`src/rtl/dmem_uart_pkg.sv`:
```
`default_nettype none
// ============================================================================
// Module      : dmem_uart_pkg
// Description : Shared address map, STATUS bit layout and TX FSM state type
//               for the data-memory / UART responder.
// Revision    : 1.0 - initial release
// ============================================================================
package dmem_uart_pkg;

    localparam logic [31:0] TXDATA_ADDR = 32'h0000_1000;
    localparam logic [31:0] STATUS_ADDR = 32'h0000_1004;

    localparam int ST_BUSY      = 0;
    localparam int ST_FULL      = 1;
    localparam int ST_EMPTY     = 2;
    localparam int ST_OVERFLOW  = 3;
    localparam int ST_COUNT_LSB = 4;
    localparam int ST_COUNT_W   = 5;
    localparam int ST_PARITY    = 9;

    typedef enum logic [2:0] {
        IDLE   = 3'd0,
        START  = 3'd1,
        DATA   = 3'd2,
        PARITY = 3'd3,
        STOP   = 3'd4
    } tx_state_t;

endpackage
`default_nettype wire

```
`src/rtl/uart_tx_fifo.sv`:
```
`default_nettype none
// ============================================================================
// Module      : uart_tx_fifo
// Description : Synchronous FIFO; a push while full is accepted only when a
//               pop happens in the same cycle, otherwise it is dropped.
// Revision    : 1.0 - initial release
// ============================================================================
module uart_tx_fifo #(
    parameter int DEPTH = 8,
    parameter int WIDTH = 8
) (
    input  logic                       clk,
    input  logic                       rst,
    input  logic                       i_push,
    input  logic [WIDTH-1:0]           i_wdata,
    input  logic                       i_pop,
    output logic [WIDTH-1:0]           o_rdata,
    output logic                       o_full,
    output logic                       o_empty,
    output logic [$clog2(DEPTH+1)-1:0] o_count,
    output logic                       o_drop
);

    localparam int AW = $clog2(DEPTH);
    localparam int CW = $clog2(DEPTH + 1);

    logic [WIDTH-1:0] r_mem [DEPTH];
    logic [AW-1:0]    r_wr_ptr;
    logic [AW-1:0]    r_rd_ptr;
    logic [CW-1:0]    r_count;
    logic             w_do_push;
    logic             w_do_pop;

    assign o_full    = (r_count == CW'(DEPTH));
    assign o_empty   = (r_count == '0);
    assign o_count   = r_count;
    assign o_rdata   = r_mem[r_rd_ptr];
    assign w_do_pop  = i_pop && !o_empty;
    assign w_do_push = i_push && (!o_full || w_do_pop);
    assign o_drop    = i_push && !w_do_push;

    always_ff @(posedge clk) begin
        if (w_do_push) begin
            r_mem[r_wr_ptr] <= i_wdata;
        end
    end

    // Pointers are log2(DEPTH) wide, so they wrap modulo DEPTH on their own.
    always_ff @(posedge clk) begin
        if (rst) begin
            r_wr_ptr <= '0;
            r_rd_ptr <= '0;
            r_count  <= '0;
        end else begin
            if (w_do_push) begin
                r_wr_ptr <= r_wr_ptr + AW'(1);
            end
            if (w_do_pop) begin
                r_rd_ptr <= r_rd_ptr + AW'(1);
            end
            if (w_do_push && !w_do_pop) begin
                r_count <= r_count + CW'(1);
            end else if (w_do_pop && !w_do_push) begin
                r_count <= r_count - CW'(1);
            end
        end
    end

endmodule
`default_nettype wire

```
`src/rtl/dmem_uart_responder.sv`:
```
`default_nettype none
// ============================================================================
// Module      : dmem_uart_responder
// Description : Data-bus responder with data RAM and FIFO-fed UART TX.
//               Define UART_PARITY_EN for 8E1 frames (default 8N1).
// Revision    : 1.0 - initial release
// ============================================================================
module dmem_uart_responder
    import dmem_uart_pkg::*;
#(
    parameter int CLKS_PER_BIT = 434,
    parameter int FIFO_DEPTH   = 8,
    parameter int RAM_WORDS    = 64
) (
    input  logic        clk_i,
    input  logic        reset_i,
    input  logic        MemWrite_i,
    input  logic [31:0] Addr_i,
    input  logic [31:0] WriteData_i,
    output logic [31:0] ReadData_o,
    output logic        tx_o
);

    localparam int RAM_AW = (RAM_WORDS > 1) ? $clog2(RAM_WORDS) : 1;
    localparam int BAUD_W = $clog2(CLKS_PER_BIT);
    localparam int CNT_W  = $clog2(FIFO_DEPTH + 1);
    localparam logic [BAUD_W-1:0] c_baud_last = BAUD_W'(CLKS_PER_BIT - 1);
`ifdef UART_PARITY_EN
    localparam logic c_parity_en = 1'b1;
`else
    localparam logic c_parity_en = 1'b0;
`endif

    logic [31:0]       r_ram [RAM_WORDS];
    tx_state_t         r_state;
    tx_state_t         w_state_next;
    logic [BAUD_W-1:0] r_baud;
    logic [BAUD_W-1:0] w_baud_next;
    logic [2:0]        r_bit;
    logic [2:0]        w_bit_next;
    logic [7:0]        r_shift;
    logic              r_tx;
    logic              w_tx_next;
    logic              r_overflow;
    logic              w_baud_done;
    logic              w_pop;

    logic              w_sel_ram;
    logic              w_sel_txdata;
    logic              w_sel_status;
    logic [RAM_AW-1:0] w_ram_idx;
    logic              w_push;
    logic [7:0]        w_fifo_rdata;
    logic              w_fifo_full;
    logic              w_fifo_empty;
    logic [CNT_W-1:0]  w_fifo_count;
    logic              w_fifo_drop;
    logic [31:0]       w_status;

    assign w_sel_ram    = (Addr_i < 32'(4 * RAM_WORDS));
    assign w_sel_txdata = (Addr_i[31:2] == TXDATA_ADDR[31:2]);
    assign w_sel_status = (Addr_i[31:2] == STATUS_ADDR[31:2]);
    assign w_ram_idx    = Addr_i[RAM_AW+1:2];
    assign w_push       = MemWrite_i && w_sel_txdata && !reset_i;

    always_ff @(posedge clk_i) begin
        if (MemWrite_i && w_sel_ram) begin
            r_ram[w_ram_idx] <= WriteData_i;
        end
    end

    uart_tx_fifo #(
        .DEPTH (FIFO_DEPTH),
        .WIDTH (8)
    ) u_fifo (
        .clk     (clk_i),
        .rst     (reset_i),
        .i_push  (w_push),
        .i_wdata (WriteData_i[7:0]),
        .i_pop   (w_pop),
        .o_rdata (w_fifo_rdata),
        .o_full  (w_fifo_full),
        .o_empty (w_fifo_empty),
        .o_count (w_fifo_count),
        .o_drop  (w_fifo_drop)
    );

    always_ff @(posedge clk_i) begin
        if (reset_i) begin
            r_overflow <= 1'b0;
        end else if (MemWrite_i && w_sel_status) begin
            r_overflow <= 1'b0;
        end else if (w_fifo_drop) begin
            r_overflow <= 1'b1;
        end
    end

    always_ff @(posedge clk_i) begin
        if (reset_i) begin
            r_state <= IDLE;
            r_baud  <= '0;
            r_bit   <= '0;
            r_shift <= '0;
            r_tx    <= 1'b1;
        end else begin
            r_state <= w_state_next;
            r_baud  <= w_baud_next;
            r_bit   <= w_bit_next;
            r_tx    <= w_tx_next;
            if (w_pop) begin
                r_shift <= w_fifo_rdata;
            end
        end
    end

    assign w_baud_done = (r_baud == c_baud_last);

    always_comb begin
        w_state_next = r_state;
        w_bit_next   = r_bit;
        w_pop        = 1'b0;
        w_baud_next  = w_baud_done ? '0 : r_baud + BAUD_W'(1);
        case (r_state)
            IDLE: begin
                w_baud_next = '0;
                if (!w_fifo_empty) begin
                    w_pop        = 1'b1;
                    w_state_next = START;
                end
            end
            START: begin
                if (w_baud_done) begin
                    w_state_next = DATA;
                    w_bit_next   = '0;
                end
            end
            DATA: begin
                if (w_baud_done) begin
                    if (r_bit == 3'd7) begin
                        w_bit_next   = '0;
                        w_state_next = c_parity_en ? PARITY : STOP;
                    end else begin
                        w_bit_next = r_bit + 3'd1;
                    end
                end
            end
            PARITY: begin
                if (w_baud_done) begin
                    w_state_next = STOP;
                end
            end
            STOP: begin
                if (w_baud_done) begin
                    // Chain straight into the next frame to avoid an idle gap.
                    if (!w_fifo_empty) begin
                        w_pop        = 1'b1;
                        w_state_next = START;
                    end else begin
                        w_state_next = IDLE;
                    end
                end
            end
            default: begin
                w_state_next = IDLE;
                w_baud_next  = '0;
                w_bit_next   = '0;
            end
        endcase
    end

    // Line level is computed for the upcoming state so r_tx is aligned with it.
    always_comb begin
        w_tx_next = 1'b1;
        case (w_state_next)
            START:   w_tx_next = 1'b0;
            DATA:    w_tx_next = r_shift[w_bit_next];
            PARITY:  w_tx_next = ^r_shift;
            default: w_tx_next = 1'b1;
        endcase
    end

    assign tx_o = r_tx;

    always_comb begin
        w_status                                   = '0;
        w_status[ST_BUSY]                          = (r_state != IDLE);
        w_status[ST_FULL]                          = w_fifo_full;
        w_status[ST_EMPTY]                         = w_fifo_empty;
        w_status[ST_OVERFLOW]                      = r_overflow;
        w_status[ST_COUNT_LSB +: ST_COUNT_W]       = ST_COUNT_W'(w_fifo_count);
        w_status[ST_PARITY]                        = c_parity_en;
    end

    always_comb begin
        ReadData_o = '0;
        if (w_sel_ram) begin
            ReadData_o = r_ram[w_ram_idx];
        end else if (w_sel_status) begin
            ReadData_o = w_status;
        end
    end

endmodule
`default_nettype wire

```
`config.mk`:
```
export PLATFORM = sky130hd
export DESIGN_NAME = dmem_uart_responder
export DESIGN_NICKNAME = d
export VERILOG_FILES = /design/src/rtl/dmem_uart_pkg.sv /design/src/rtl/uart_tx_fifo.sv /design/src/rtl/dmem_uart_responder.sv
export SDC_FILE = /design/constraint.sdc
export NUM_CORES = 2
export LEC_CHECK = 0
export ABC_CLOCK_PERIOD_IN_PS = 4500
export CORE_ASPECT_RATIO = 0.9
export CORE_UTILIZATION = 50
export CTS_CLUSTER_SIZE = 8
export DETAILED_ROUTE_END_ITERATION = 12
export PLACE_DENSITY = 0.74
export SLEW_MARGIN = 0
export SYNTH_ARGS = -nofsm -noshare
export SYNTH_HDL_FRONTEND = slang
export SYNTH_SLANG_ARGS = --single-unit
```
`constraint.sdc`:
```
create_clock -name clk_i -period 4.5 [get_ports clk_i]
set_clock_uncertainty 0.1 [all_clocks]
set_input_delay 0.45 -clock clk_i [delete_from_list [all_inputs] [get_ports clk_i]]
set_output_delay 0.45 -clock clk_i [all_outputs]
set_load 0.01 [all_outputs]
```
==> qor.txt <==
Status -> complete, but fails checks
Failing checks -> setup timing
Unique masters post-synth -> 75
TritonCTS Buffers -> 318
Ys async rst share -> 0
Num rows -> 136
RSZ-0062 raised after global routing -> yes
Final WS setup -> -0.0443 ns
H-tree levels -> 5
Final TNS setup -> -0.126 ns
Vias -> 50100
Pre-Repair DR Iteration Count -> 6
Largest area contributor in the netlist -> edfxtp_1
Hpwl dp -> 142 mm
Power Density -> 475 nW/µm²
Critical path depth -> 12
Largest net degree at the start of global routing -> 73
Synth Cell Area -> 77800 µm²
Place WS -> -0.451 ns
Hold depth -> 1
Ranking of synthesized cells by area -> edfxtp_1 82%, o22ai_1 5.7%, a22oi_1 2.0%, nor4_1 1.2%, buf_2 0.96%
Aggregate global routing overflow -> 0
Pins over their slew limit -> 0
Final Setup Violations -> 4
Register bit total from synthesis -> 2147
Final period util -> 1.01
FMAX -> 220 MHz
Vias in the first global route -> 48900
Worst Path Arrival -> 3.99 ns
Worst Hold Path EP -> u_fifo.r_mem[0][5]
Post-synthesis cell count -> 4245
Max clock buf depth -> 4
Die ar. -> 157000 µm²
Synthesis Warnings -> 0
First-pass GRT wire length -> 346 mm
Syn Area/Cell -> 18.3 µm²
Leading cell types in the layout, fill and taps excluded -> 2112 x edfxtp_1, 704 x o22ai_1, 483 x buf_4
Mapped Nets -> 4322
Wire per inst -> 35.2 µm
CP startpoint kind -> primary input
Post-Route WL -> 249 mm
Crit Path Category -> primary input to output port
Synth top area share -> 0.815
R2R setup slack -> 1.00 ns
Seq/Total Area, Yosys -> 0.824
Fillers -> 9947
Crit path required time -> 3.95 ns
Final GP Congestion -> 0.902
Critical path peak fanout -> 22
Max transition margin -> 0.131
VDD IR-drop max -> 497 µV
Crit-path max cell delay -> 0.53 ns
Vias per inst -> 7.08
Die height -> 376 µm
CTS root buf -> clkbuf_16
Hold crit path type -> primary input to register
Post-synth EDFFs -> 2112
CTS tree -> built
# IOs -> 100
CTS clk-pin slew, worst paths -> 0.05 ns
Layout net count -> 5038
Worst reg2reg startpoint -> r_baud[6]
Initial drt markers -> 9096
CP max stage cell -> clkdlybuf4s50_1
CTS Sinks -> 2147
I/O Buffers -> 97
Max_cap viols -> 0
Worst-Margin Slew -> 1.30 ns
CP endpoint kind -> output port
Fin crit period -> 4.54 ns
Worst Hold Launch -> WriteData_i[5]
Die W -> 418 µm
Core Region -> 154000 µm²
Reg2reg end -> u_fifo.o_count[3]
FF/Latch Area -> 64100 µm²
Final hold violations -> 0
Area of the multi-input gates -> 13300 µm²
Detail Route Antenna Nets -> 0
Area Growth Syn to Fin -> 21.7%
Layout cell share with drive strength beyond 1 -> 0.226
Worst path bufs/invs -> 6
CP Cell Sequence -> clkdlybuf4s50_1, buf_12, or3b_4, buf_12, buf_4, o22ai_1, nor4_2, o21ai_1, o2bb2ai_1, a2111oi_4, buf_4, clkdlybuf4s50_1
Worst-Skew Late Latency -> 0.88 ns
Power Total -> 45.0 mW
Initial Utilization -> 0.506
Leakage power total -> 30.0 nW
DRC viols -> 0
Synth Flop Type -> edfxtp_1
Antenna violations before repair -> 14
Worst Reg-to-Reg Cells -> 14
Commonest non-fill, non-tap cell in the layout -> edfxtp_1
Tot GR Track Use -> 0.309
Worst path top cell family by delay -> buffers and inverters
[power breakdown]
| group | leakage, nW | switching (mW) | total [mW] | internal, mW |
|---|---|---|---|---|
| Sequential | 19.3 | 0.109 | 22.2 | 22.1 |
| Clock | 4.04 | 7.87 | 20.4 | 12.6 |
| Combinational | 6.74 | 1.49 | 2.41 | 0.920 |
[logic make-up after synthesis]
logic type	after synthesis	synth area share
DFF	2147	0.824
AOI/OAI and AO/OA	1291	0.114
and+or+nand+nor	440	0.0309
buffers and inverters	295	0.0184
muxes	42	0.00833
xor gates and xnor gates	20	0.00225
adders and majority gates	10	0.00170
[worst max path at each step]
stage | endpoint | slack (ns) | from
CTS | ReadData_o[20] | -0.004 | Addr_i[4]
global placement | ReadData_o[21] | -0.48 | Addr_i[4]
global route | ReadData_o[21] | -0.1 | Addr_i[3]
detailed placement | ReadData_o[21] | -0.45 | Addr_i[3]
floorplan | r_ram[14][0] | 0.66 | Addr_i[2]
finish | ReadData_o[21] | -0.04 | Addr_i[3]
[synthesized netlist by cell type, types with 13 or more instances]
library cell	n
xnor2_1	13
a22o_1	35
mux4_2	18
o22ai_1	706
o41ai_1	18
nand4_1	17
o21ai_0	53
a41oi_1	23
o221ai_1	36
edfxtp_1	2112
buf_1	21
a211oi_1	13
nand3_1	17
o22a_1	30
mux2i_1	22
a2111oi_0	13
a221oi_1	38
nor3_1	26
nor2_1	136
dfxtp_1	35
nor4_1	149
clkbuf_1	81
a22oi_1	212
buf_4	29
nand2_1	31
a21oi_1	29
buf_2	150
a31oi_1	29
[layout make-up]
type / count / share of cell area
clock buffer: 344 / 0.0862
multi-input combinational: 1803 / 0.140
tap: 2070 / 0.0273
inverter: 10 / 0.000396
timing repair buffer: 681 / 0.0680
clock inverter: 9 / 0.000885
sequential: 2147 / 0.677
antenna: 7 / 0.000185
[per-layer routing]
metal	global-route usage	wire length (µm)	vias up
li1	-	-	19400
met1	0.404	81000	24500
met2	0.464	111000	5085
met3	0.0938	40500	1034
met4	0.174	16400	8
met5	0	98	-
[repair_timing]
item	in CTS	in global routing
hold buffers	0	0
setup endpoints to repair	19	28
buffers inserted	0	10
endpoints found under the hold margin	0	0
pin swaps	3	19
resized for setup	49	52
gates cloned	0	2
[state kept, by name (all words and copies together), names as in the netlist]
name and count:
u_fifo.r_mem 64, u_fifo.r_rd_ptr 3, r_state 3, r_overflow 1, tx_o 1, r_ram 2048, u_fifo.r_wr_ptr 3, r_shift 8
r_bit 3, u_fifo.o_count 4, r_baud 9
[through the flow]
step	utilization	instance area (µm²)	cells	hold WS, ns
after global routing	0.616	94700	7065	0.113
final	0.617	94700	7071	0.118
after floorplan	-	77800	4245	0.329
after global placement	0.559	85800	6698	0.346
after detailed placement	0.559	85800	6699	0.361
after CTS	0.614	94300	7052	0.0874
Power figures use the tool's default switching activity.
